`src/rtl/dff_deserializer.sv`:
```
// -----------------------------------------------------------------------------
// dff_deserializer
//
// Samples a registered serial bit stream whenever bit_valid is high and
// packs the bits into WIDTH-bit words. Completed words are presented on a
// valid/ready port. The bit input cannot be stalled, so two words are
// buffered: the output register and one pending register. A word that
// completes while both are full is dropped, and the sticky overflow flag
// is set.
//
// Parameters
//   WIDTH      bits per word (2..32)
//   MSB_FIRST  0: the first bit lands in word bit 0
//              1: the first bit lands in word bit WIDTH-1
//
// Ports
//   clk         rising-edge clock
//   rst         asynchronous active-low reset
//   clear       synchronous flush; overrides every other input
//   bit_in      serial data (DFF q)
//   bit_valid   accept bit_in on this edge
//   word_out    assembled word; held while word_valid & !word_ready
//   word_valid  word_out holds an unconsumed word
//   word_ready  consumer takes word_out when word_valid is also high
//   bit_count   number of bits in the partial word (0..WIDTH-1)
//   overflow    sticky flag; a completed word was dropped
// -----------------------------------------------------------------------------
module dff_deserializer #(
  parameter int WIDTH     = 8,
  parameter bit MSB_FIRST = 1'b0,
  localparam int CW       = $clog2(WIDTH + 1)
) (
  input  logic             clk,
  input  logic             rst,
  input  logic             clear,
  input  logic             bit_in,
  input  logic             bit_valid,
  output logic [WIDTH-1:0] word_out,
  output logic             word_valid,
  input  logic             word_ready,
  output logic [CW-1:0]    bit_count,
  output logic             overflow
);

  // Buffer occupancy.
  typedef enum logic [1:0] {
    EMPTY = 2'd0,
    ONE   = 2'd1,
    TWO   = 2'd2
  } state_t;

  localparam logic [CW-1:0] LAST = CW'(WIDTH - 1);

  state_t           state,    state_nx;
  logic [WIDTH-1:0] shreg,    shreg_nx;
  logic [WIDTH-1:0] out_q,    out_nx;
  logic [WIDTH-1:0] pend_q,   pend_nx;
  logic [CW-1:0]    cnt,      cnt_nx;
  logic             ovf_q,    ovf_nx;

  logic [CW-1:0]    pos;
  logic [WIDTH-1:0] word_new;
  logic             complete;
  logic             take;

  // Bit position written by the current bit.
  assign pos = MSB_FIRST ? (LAST - cnt) : cnt;

  // Partial word with the current bit already merged in, so a completing
  // word includes the bit accepted on that same edge.
  always_comb begin
    word_new = shreg;
    for (int i = 0; i < WIDTH; i++) begin
      if (pos == CW'(i)) word_new[i] = bit_in;
    end
  end

  assign complete   = bit_valid && (cnt == LAST);
  assign word_valid = (state != EMPTY);
  assign take       = word_valid && word_ready;

  // Next-state and datapath.
  always_comb begin
    // NOTE: every signal assigned here gets a default first, so no path
    // leaves one unassigned and no latch is inferred.
    state_nx = state;
    shreg_nx = shreg;
    out_nx   = out_q;
    pend_nx  = pend_q;
    cnt_nx   = cnt;
    ovf_nx   = ovf_q;

    // Collection continues in every state; bits are never dropped.
    if (bit_valid) begin
      if (complete) begin
        shreg_nx = '0;
        cnt_nx   = '0;
      end else begin
        shreg_nx = word_new;
        cnt_nx   = cnt + 1'b1;
      end
    end

    unique case (state)
      EMPTY: begin
        if (complete) begin
          state_nx = ONE;
          out_nx   = word_new;
        end
      end
      ONE: begin
        if (take && !complete) begin
          state_nx = EMPTY;
        end else if (take && complete) begin
          out_nx   = word_new;           // back-to-back, no bubble
        end else if (complete) begin
          state_nx = TWO;
          pend_nx  = word_new;
        end
      end
      TWO: begin
        if (take && !complete) begin
          state_nx = ONE;
          out_nx   = pend_q;
        end else if (take && complete) begin
          out_nx   = pend_q;
          pend_nx  = word_new;
        end else if (complete) begin
          ovf_nx   = 1'b1;               // new word dropped, buffers kept
        end
      end
      default: state_nx = EMPTY;
    endcase

    // Flush overrides everything, including a handshake this cycle.
    if (clear) begin
      state_nx = EMPTY;
      shreg_nx = '0;
      out_nx   = '0;
      pend_nx  = '0;
      cnt_nx   = '0;
      ovf_nx   = 1'b0;
    end
  end

  // NOTE: the pending register is reset along with the rest even though it
  // is only read after being written; this keeps every register in a known
  // state and makes reset and clear identical.
  always_ff @(posedge clk or negedge rst) begin
    if (!rst) begin
      state  <= EMPTY;
      shreg  <= '0;
      out_q  <= '0;
      pend_q <= '0;
      cnt    <= '0;
      ovf_q  <= 1'b0;
    end else begin
      // NOTE: non-blocking assignments so every register samples the
      // pre-edge values computed above, independent of statement order.
      state  <= state_nx;
      shreg  <= shreg_nx;
      out_q  <= out_nx;
      pend_q <= pend_nx;
      cnt    <= cnt_nx;
      ovf_q  <= ovf_nx;
    end
  end

  assign word_out  = out_q;
  assign bit_count = cnt;
  assign overflow  = ovf_q;

  // The partial-word counter wraps at WIDTH-1 and never shows WIDTH.
  a_count_bound : assert property (@(posedge clk) disable iff (!rst)
    cnt <= LAST);

  // Output is held while the consumer stalls.
  a_hold : assert property (@(posedge clk) disable iff (!rst)
    (word_valid && !word_ready && !clear) |=> (word_valid && $stable(word_out)));

  c_back_to_back : cover property (@(posedge clk) disable iff (!rst)
    !clear && state == ONE && take && complete);

  c_overflow_drop : cover property (@(posedge clk) disable iff (!rst)
    !clear && state == TWO && !take && complete);

endmodule

```
`config.mk`:
```
export PLATFORM = sky130hd
export DESIGN_NAME = dff_deserializer
export DESIGN_NICKNAME = d
export VERILOG_FILES = /design/src/rtl/dff_deserializer.sv
export SDC_FILE = /design/constraint.sdc
export NUM_CORES = 1
export LEC_CHECK = 0
export ABC_AREA = 1
export CORE_ASPECT_RATIO = 0.9
export CORE_MARGIN = 2
export CORE_UTILIZATION = 30
export DETAILED_ROUTE_END_ITERATION = 10
export GPL_TIMING_DRIVEN = 0
export PLACE_DENSITY_LB_ADDON = 0.15
export SETUP_SLACK_MARGIN = 0.05
export SYNTH_ARGS = -nofsm -noshare
export SYNTH_HDL_FRONTEND = slang
export SYNTH_SLANG_ARGS = --single-unit
```
`constraint.sdc`:
```
create_clock -name clk -period 3.35 [get_ports clk]
set_clock_uncertainty 0.05 [all_clocks]
set_input_delay 0.5025 -clock clk [delete_from_list [all_inputs] [get_ports clk]]
set_output_delay 0.5025 -clock clk [all_outputs]
set_load 0.02 [all_outputs]
```
Yosys cells after proc, flatten, opt, wreduce, memory -nomap -nowiden:

Cells that the tools add are included.
W data, S select, Z words.

* register bits: 31
* bits of input ports: 6
* output and inout port bits: 14
* logic and storage cells: 83

* $add $sub $neg: 1
* equality and inequality tests: 22
* mux-type cells: 37
* reductions and logical operators: 17

Operator list (number)
* $mux W8: 12
* $ne A3 B3 Y1 const B: 8
* $pmux W8 S3: 1
* $eq A4 B3 Y1 const B: 4
* $pmux W8 S2: 1
* $mux W1: 13
* $mux W2: 6
* $mux W4: 3
* $ne A4 B4 Y1 const B: 3
* $eq A4 B2 Y1 const B: 2
* $reduce_and A4 Y1: 2
* $reduce_bool A2 Y1: 4
* $pmux W2 S3: 1
* $reduce_and A6 Y1: 1
* $reduce_and A5 Y1: 1
* $add A4 B1 Y4 const B: 1
* $eq A4 B1 Y1 const B: 1
* $logic_and A1 B1 Y1: 4
* $logic_not A4 Y1: 1
* $ne A2 B2 Y1 const B: 2
* $reduce_bool A4 Y1: 1
* $reduce_bool A3 Y1: 1
* $eq A2 B1 Y1 const B: 1
* $eq A2 B2 Y1 const B: 1
* 2 further kinds: 2

Longest topological paths before layout:

Gate-level depths: netlist of run 1.

* depth after elaboration: 7
* mapped depth: 10
* gate-level depth less buffers: 10

Worst setup path before layout of run 1:

No wires, ideal clock.

* path kind: flip-flop to flip-flop
* start: register cnt[1] (netlist: bit_count[1])
* end: register out_q[4] (netlist: word_out[4])
* library setup time: 0.118 ns
* data arrival time: 1.546 ns
* data required time: 3.182 ns
* path slack: 1.636 ns
* cell stages (with the launch flop): 9
* buffers on the path: 0
* clock period less this slack: 1.714 ns
* cell sequence: dfrtp_1 ha_1 nand2_2 nor2_4 nand2_4 o21ai_4 nand2_4 nand2_1 nand2_1

* word-level cells in the longest chain between the ends: 7
* elaborated cells between the ends (all ways): 18
* classes of those cells: 6 x eq/ne; 7 x mux; 5 x reduce/logical

Ends and longest elaborated chain
* from (decl): RTL line 58 `logic [CW-1:0] cnt, cnt_nx;`
* from (signal assigned): RTL line 164 `cnt <= cnt_nx;`
* $eq A4 B3 Y1: RTL line 78 `assign complete = bit_valid && (cnt == LAST);`
* $logic_and A1 B1 Y1: RTL line 78
* $logic_not A1 Y1: RTL line 112, 122
* $logic_and A1 B1 Y1: RTL line 112, 122
* $mux W8: RTL line 122 `if (take && !complete) begin`
* $pmux W8 S3: RTL line 104 `unique case (state)`
* $mux W8: RTL line 136 `if (clear) begin`
* to (signal assigned): RTL line 162 `out_q <= out_nx;`
* to (decl): RTL line 56 `logic [WIDTH-1:0] out_q, out_nx;`

Parallel ways exist; a longest one is shown, timed or not. The select of a mux whose other input is x is not followed.
A chain may end at the register's enable or synchronous reset.

Final worst setup path of run 1:

* start: register state[1]
* end: output port word_valid

* word-level cells in the longest chain between the ends: 1

Ends and longest elaborated chain
* from (decl): RTL line 54 `state_t state, state_nx;`
* from (signal assigned): RTL line 160 `state <= state_nx;`
* $reduce_bool A2 Y1: RTL line 79 `assign word_valid = (state != EMPTY);`
* to (decl): RTL line 39 `output logic word_valid,`

No other way between the ends.

==> results of run 1 <==
==> cells by family (layout without fill, tap and decap cells) <==
kind of cell / Yosys count / count (layout) / synth area share
AND/OR/NAND/NOR: 152 / 152 / 0.383
AO/OA/AOI/OAI: 27 / 27 / 0.0858
buffers and inverters: 40 / 65 / 0.0851
adder cells (fa/ha/maj): 4 / 4 / 0.0270
flip-flops: 31 / 31 / 0.419
==> registers in the layout, summed over array words and instances, names as in the netlist <==
register / count
pend_q: 8
shreg: 8
word_out: 8
bit_count: 4
state: 2
overflow: 1
==> worst reg2reg max path, cell delays in order (launching register included) <==
cell and delay, ps:
dfrtp_1 420, ha_1 290, nand2_2 130, nor2_4 200, nor2_2 90, nand2_1 80, nand2_1 90, inv_2 160
nand2_4 110, nand2_1 80, nand2_1 50
==> metal layers <==
layer,share of wire,vias to the layer above,GRT usage
met2,0.45,27,0.237
met1,0.49,717,0.196
li1,-,868,-
met4,0.020,0,0.0500
met3,0.041,7,0.0368
met5,0,-,0
==> power groups by stage <==
stage | combinational (mW) | sequential [mW] | clock (mW)
CTS | 0.472 | 0.461 | 0.301
global placement | 0.471 | 0.467 | 0
floorplan | 0.279 | 0.498 | 0
detailed placement | 0.471 | 0.468 | 0
global route | 0.525 | 0.465 | 0.318
finish | 0.462 | 0.460 | 0.285
==> synth_stat cells (2+ instances only) <==
master and count:
nand2_1 80, dfrtp_1 31, inv_1 30, nand3_1 25, nor2_1 20, o21ai_0 14, nand4_1 11, o22ai_1 8
ha_1 4, nand2_2 4, nand3b_1 4, buf_2 3, inv_2 3, a21oi_1 2, clkbuf_1 2, nand2_4 2
nor2_2 2, nor2_4 2
==> metrics by stage <==
stage	utilization	std cells	power, mW	worst slack, ps
6_report	0.362	351	1.21	1220
5_1_grt	0.362	351	1.31	1120
4_1_cts	0.362	351	1.23	1200
3_5_place_dp	0.348	343	0.939	1110
3_3_place_gp	0.349	343	0.938	997
2_1_floorplan	-	254	0.777	1640
==> cell type report <==
type                       count  area, µm²
fill                         637       3860
multi-input combinational    183        918
sequential                    31        776
timing repair buffer          17        165
inverter                      34        128
tap                           72       90.1
clock buffer                   7       76.3
buffer                         6       30.0
clock inverter                 1       5.00
==> placed cells by master, fill, tap and decap left out <==
master           instances
nand4_1                 11
nor2_1                  20
nand2_2                  4
nand3b_1                 4
o22ai_1                  8
clkbuf_8                 5
clkinv_2                 1
clkdlybuf4s50_1         16
nor2_2                   2
o21ai_4                  1
buf_4                    1
nand3_1                 25
nand3_4                  1
o21ai_0                 14
nand2_1                 80
nor2_4                   2
nand3_2                  1
inv_1                   30
o21ai_1                  1
nand2_4                  2
clkbuf_1                 4
o21bai_1                 1
ha_1                     4
buf_2                    4
dfrtp_1                 31
inv_2                    3
clkinv_1                 1
a21oi_1                  2
==> worst min path at each step <==
stage,end,depth (start not counted)
floorplan,bit_count[0]$_DFFE_PN0P_,0
global placement,pend_q[1]$_DFFE_PN0P_,2
finish,bit_count[3]$_DFFE_PN0P_,1
CTS,state[0]$_DFFE_PN0P_,1
global route,shreg[1]$_DFFE_PN0P_,1
detailed placement,word_out[2]$_DFFE_PN0P_,2
==> qor.csv, run 1 <==
stage,metric,value,unit
logic_synthesis,Post-Syn Instances,254,
route,DR vias/cell,4.61,
setup_path,worst path cell trace,"nor2_2, inv_1, clkdlybuf4s50_1",
cts,clk slew on worst S/H paths,60,ps
run_status,status,finished clean,
logic_synthesis,"flops & latches, synth",31,
setup_path,crit-path max cell delay,530,ps
pwr,Power per Cell Area,551,mW/mm²
logic_synthesis,syn avg cell area,7.29,µm²
route,routed wire length per instance,12.7,µm
cts,TritonCTS clock tree,built,
placement,Post-DP Area,0.00211,mm²
floorplan,# IOs,20,
setup_path,R2R Path Start,bit_count[1]$_DFFE_PN0P_,
cts,Post-CTS Setup Bufs,0,
logic_synthesis,"EDFF count, synth",0,
cts,# hold bufs at CTS,0,
sta,final setup fails,0,
pwr,Lkg Pwr,1.16,nW
setup_path,Critical Path Start,state[1]$_DFFE_PN0P_,
cells_and_area,layout cells sized above 1,0.0968,
grt,initial antenna violation count,0,
cts,clk_lat worst skew,280,ps
sta,worst-margin pin slew,713,ps
setup_path,crit path capture,word_valid,
logic_synthesis,share of the synthesized area in the top cell type,0.419,
cells_and_area,Finished Cell Area,0.00219,mm²
job,maxcap violations,0,
setup_path,Crit. path cell count,3,
logic_synthesis,synth unique cells,25,
setup_path,crit-path max FO,5,
sta,Worst slew margin,0.525,
placement,port bufs,17,
placement,RePlAce Congestion,0.794,
grt,vias in the first global route,1633,
logic_synthesis,Main synth FF type,dfrtp_1,
cells_and_area,final net count,288,
sta,Final period util,0.636,
setup_path,Reg2Reg Depth,10,
floorplan,Die Width,86.8,µm
floorplan,Initial Util,0.306,
cells_and_area,Synth-to-Final Area Change,18.2,%
pwr,Psw,0.476,mW
setup_path,Critical-path top delay cell,clkdlybuf4s50_1,
logic_synthesis,Ys Warns,0,
pwr,power share of the combinational group,0.383,
route,via count,1619,
sta,Fin. Hold Viols,0,
sta,Final Max Tran Viols,0,
cts,Sink Count,31,
setup_path,r2r setup slk,1510,ps
logic_synthesis,Mapped Area,0.00185,mm²
route,residual DRC count,0,
cts,clk root buf,clkbuf_8,
setup_path,"delay-heaviest family, CP",buffers and inverters,
logic_synthesis,synth top area cells,"dfrtp_1, nand2_1, nand3_1, inv_1, nor2_1",
setup_path,kind of critical path,reg2out,
sta,worst hold slack,221,ps
logic_synthesis,register area share after synthesis,0.419,
setup_path,CP endpoint kind,output port,
sta,fin crit period,2130,ps
sta,Setup TNS Final,0,ps
grt,All-Layer GR Usage,0.149,
setup_path,R2R Path End,word_out[4]$_DFFE_PN0P_,
sta,RSZ-0062 raised after global routing,false,
cts,H-tree levels,2,
setup_path,WP data required,2800,ps
route,DRT antenna net count,0,
pwr,switch share,0.394,
grt,largest net degree at the start of global routing,32,
floorplan,core area,0.00605,mm²
grt,first-pass GRT wire length,7.87,mm
pwr,Clk pwr share,0.236,
setup_path,crit path DAT,1580,ps
cts,Inserted Clock Buffers,5,
route,DRT Wirelength,4.47,mm
setup_path,CP startpoint kind,register,
logic_synthesis,Synth Net Count,264,
pwr,Pint,0.731,mW
setup_path,worst path bufs/invs,2,
cts,CTS Buffer Depth,2,
floorplan,die area,0.00682,mm²
route,DRT iter0 DRCs,76,
cells_and_area,diodes inserted,0,
sta,Max Fclk,470,MHz
floorplan,chip height,78.5,µm
pwr,sequential power share,0.381,
cts,cts repair resizes,0,
grt,gr ovfl total,0,
pwr,VDD IR max,140,µV
logic_synthesis,Post-synth ARST share,1.00,
placement,Detail Placement HPWL,3.29,mm
floorplan,row count,27,
hold_path,Hold/Removal Path Class,in2async,
logic_synthesis,Yosys top cell by area,dfrtp_1,
route,DRT Pass-1 Iters,4,
Power figures use the tool's default switching activity.
==> inputs of run 2 (changes only) <==
- clock period: 3.35 -> 2.09 ns (I/O delays scaled with it)
==> run 2 against run 1 <==
Compared with the run above:
- total power increased by 60%
- clock power increased by 60%
- global-route usage unchanged
- clock-buffer cell count unchanged
- cell count unchanged
- critical path depth unchanged
- wire length about the same
- utilization about the same
- sequential share of layout area about the same
- sequential power increased by 60%
- via count about the same
- register-to-register slack got worse by 1200 ps
- critical path type unchanged
- largest power group unchanged
- highest routed layer unchanged
==> qor.csv, run 2 (synthesis gave the netlist of run 1 again) <==
stage,metric,value,unit
setup_path,kind of critical path,reg2out,
placement,RePlAce Congestion,0.794,
setup_path,crit-path max FO,5,
sta,Fin. Hold Viols,0,
placement,placed insts,343,
cells_and_area,fill cell count,636,
sta,Setup TNS Final,0,ps
cells_and_area,Synth-to-Final Area Change,18.3,%
route,DRT Wirelength,4.47,mm
grt,gr ovfl total,0,
route,residual DRC count,0,
floorplan,die area,0.00682,mm²
sta,worst-margin pin slew,714,ps
cts,TritonCTS clock tree,built,
sta,Final period util,0.930,
route,DRT antenna net count,0,
placement,Detail Placement HPWL,3.29,mm
setup_path,Critical Path Start,state[1]$_DFFE_PN0P_,
cells_and_area,diodes inserted,0,
setup_path,CP endpoint kind,output port,
floorplan,Die Width,86.8,µm
floorplan,row count,27,
grt,All-Layer GR Usage,0.149,
cells_and_area,"most common cell after layout, fill and taps aside",nand2_1,
cts,clk slew on worst S/H paths,60,ps
cells_and_area,Finished Cell Area,0.00219,mm²
cells_and_area,most frequent cells in the layout,"nand2_1, dfrtp_1, inv_1",
floorplan,chip height,78.5,µm
setup_path,worst path cell trace,"nor2_2, inv_1, clkdlybuf4s50_1",
cts,clk_lat worst skew,280,ps
pwr,Power per Cell Area,883,mW/mm²
pwr,Lkg Pwr,1.16,nW
pwr,VDD IR max,225,µV
sta,worst hold slack,32.7,ps
setup_path,Critical-path top delay cell,clkdlybuf4s50_1,
setup_path,r2r setup slk,290,ps
sta,RSZ-0062 raised after global routing,false,
sta,Max Fclk,514,MHz
cts,cts repair resizes,0,
placement,Post-DP Area,0.00211,mm²
floorplan,# IOs,20,
route,DR vias/cell,4.61,
run_status,status,finished clean,
cts,# hold bufs at CTS,0,
grt,first-pass GRT wire length,7.87,mm
sta,fin crit period,1940,ps
cells_and_area,layout cells sized above 1,0.100,
cts,H-tree levels,2,
setup_path,Reg2Reg Depth,10,
job,maxcap violations,0,
setup_path,R2R Path Start,bit_count[1]$_DFFE_PN0P_,
cells_and_area,Layout Cells excl Fill,351,
setup_path,R2R Path End,word_out[4]$_DFFE_PN0P_,
setup_path,crit-path max cell delay,530,ps
cts,CTS Buffer Depth,2,
hold_path,Hold/Removal Path Class,in2async,
setup_path,WP data required,1730,ps
grt,largest net degree at the start of global routing,32,
cts,clk root buf,clkbuf_8,
cts,Inserted Clock Buffers,5,
floorplan,core area,0.00605,mm²
setup_path,crit path DAT,1580,ps
cts,Sink Count,31,
placement,port bufs,17,
route,via count,1618,
grt,vias in the first global route,1633,
sta,final setup fails,0,
floorplan,Initial Util,0.306,
route,DRT iter0 DRCs,71,
setup_path,CP startpoint kind,register,
route,routed wire length per instance,12.7,µm
sta,Final Max Tran Viols,0,
grt,initial antenna violation count,0,
sta,Worst slew margin,0.524,
cells_and_area,final net count,288,
route,DRT Pass-1 Iters,4,
cts,Post-CTS Setup Bufs,0,
run 2: worst max path at each step:
| stage | end | slack (ps) | depth (start not counted) |
|---|---|---|---|
| floorplan | word_out[4]$_DFFE_PN0P_ | 380 | 8 |
| global placement | word_out[0]$_DFFE_PN0P_ | -70 | 1 |
| detailed placement | word_out[0]$_DFFE_PN0P_ | 40 | 10 |
| CTS | word_valid | 130 | 3 |
| global route | word_valid | 50 | 3 |
| finish | word_valid | 150 | 3 |
run 2: final cells by class:
type	instances	area, µm²	area share
Clock buffer	7	76.3	0.0348
Inverter	34	128	0.0583
Tap cell	72	90.1	0.0411
Sequential cell	31	776	0.354
Clock inverter	1	5.00	0.00228
Buffer	6	30.0	0.0137
Multi-Input combinational cell	183	921	0.420
Timing Repair Buffer	17	165	0.0754
run 2: critical path, delay by kind of cell (launching register included):
family	cells	cell delay, ps
flops	1	470
buf+inv	2	590
simple gates	1	240
run 2: per-layer routing:
layer  up-vias  global-route usage  wire length, µm
met5         -                   0                0
met3         7              0.0368              173
met4         0              0.0500               91
met1       721               0.196             2210
met2        25               0.237             1990
li1        865                   -                -
run 2: power breakdown:
part	internal [mW]	total [mW]	leakage [nW]	switching [mW]
Sequential	0.682	0.738	0.425	0.0562
Combinational	0.257	0.741	0.689	0.484
Clock	0.233	0.456	0.0422	0.223
run 2: per-stage QoR:
| step | utilization | worst slack (ps) | total power, mW |
|---|---|---|---|
| floorplan | - | 376 | 1.25 |
| global placement | 0.349 | -73.8 | 1.50 |
| detailed placement | 0.348 | 36.0 | 1.50 |
| finish | 0.362 | 146 | 1.94 |
| global route | 0.362 | 53.1 | 2.10 |
| CTS | 0.362 | 130 | 1.98 |
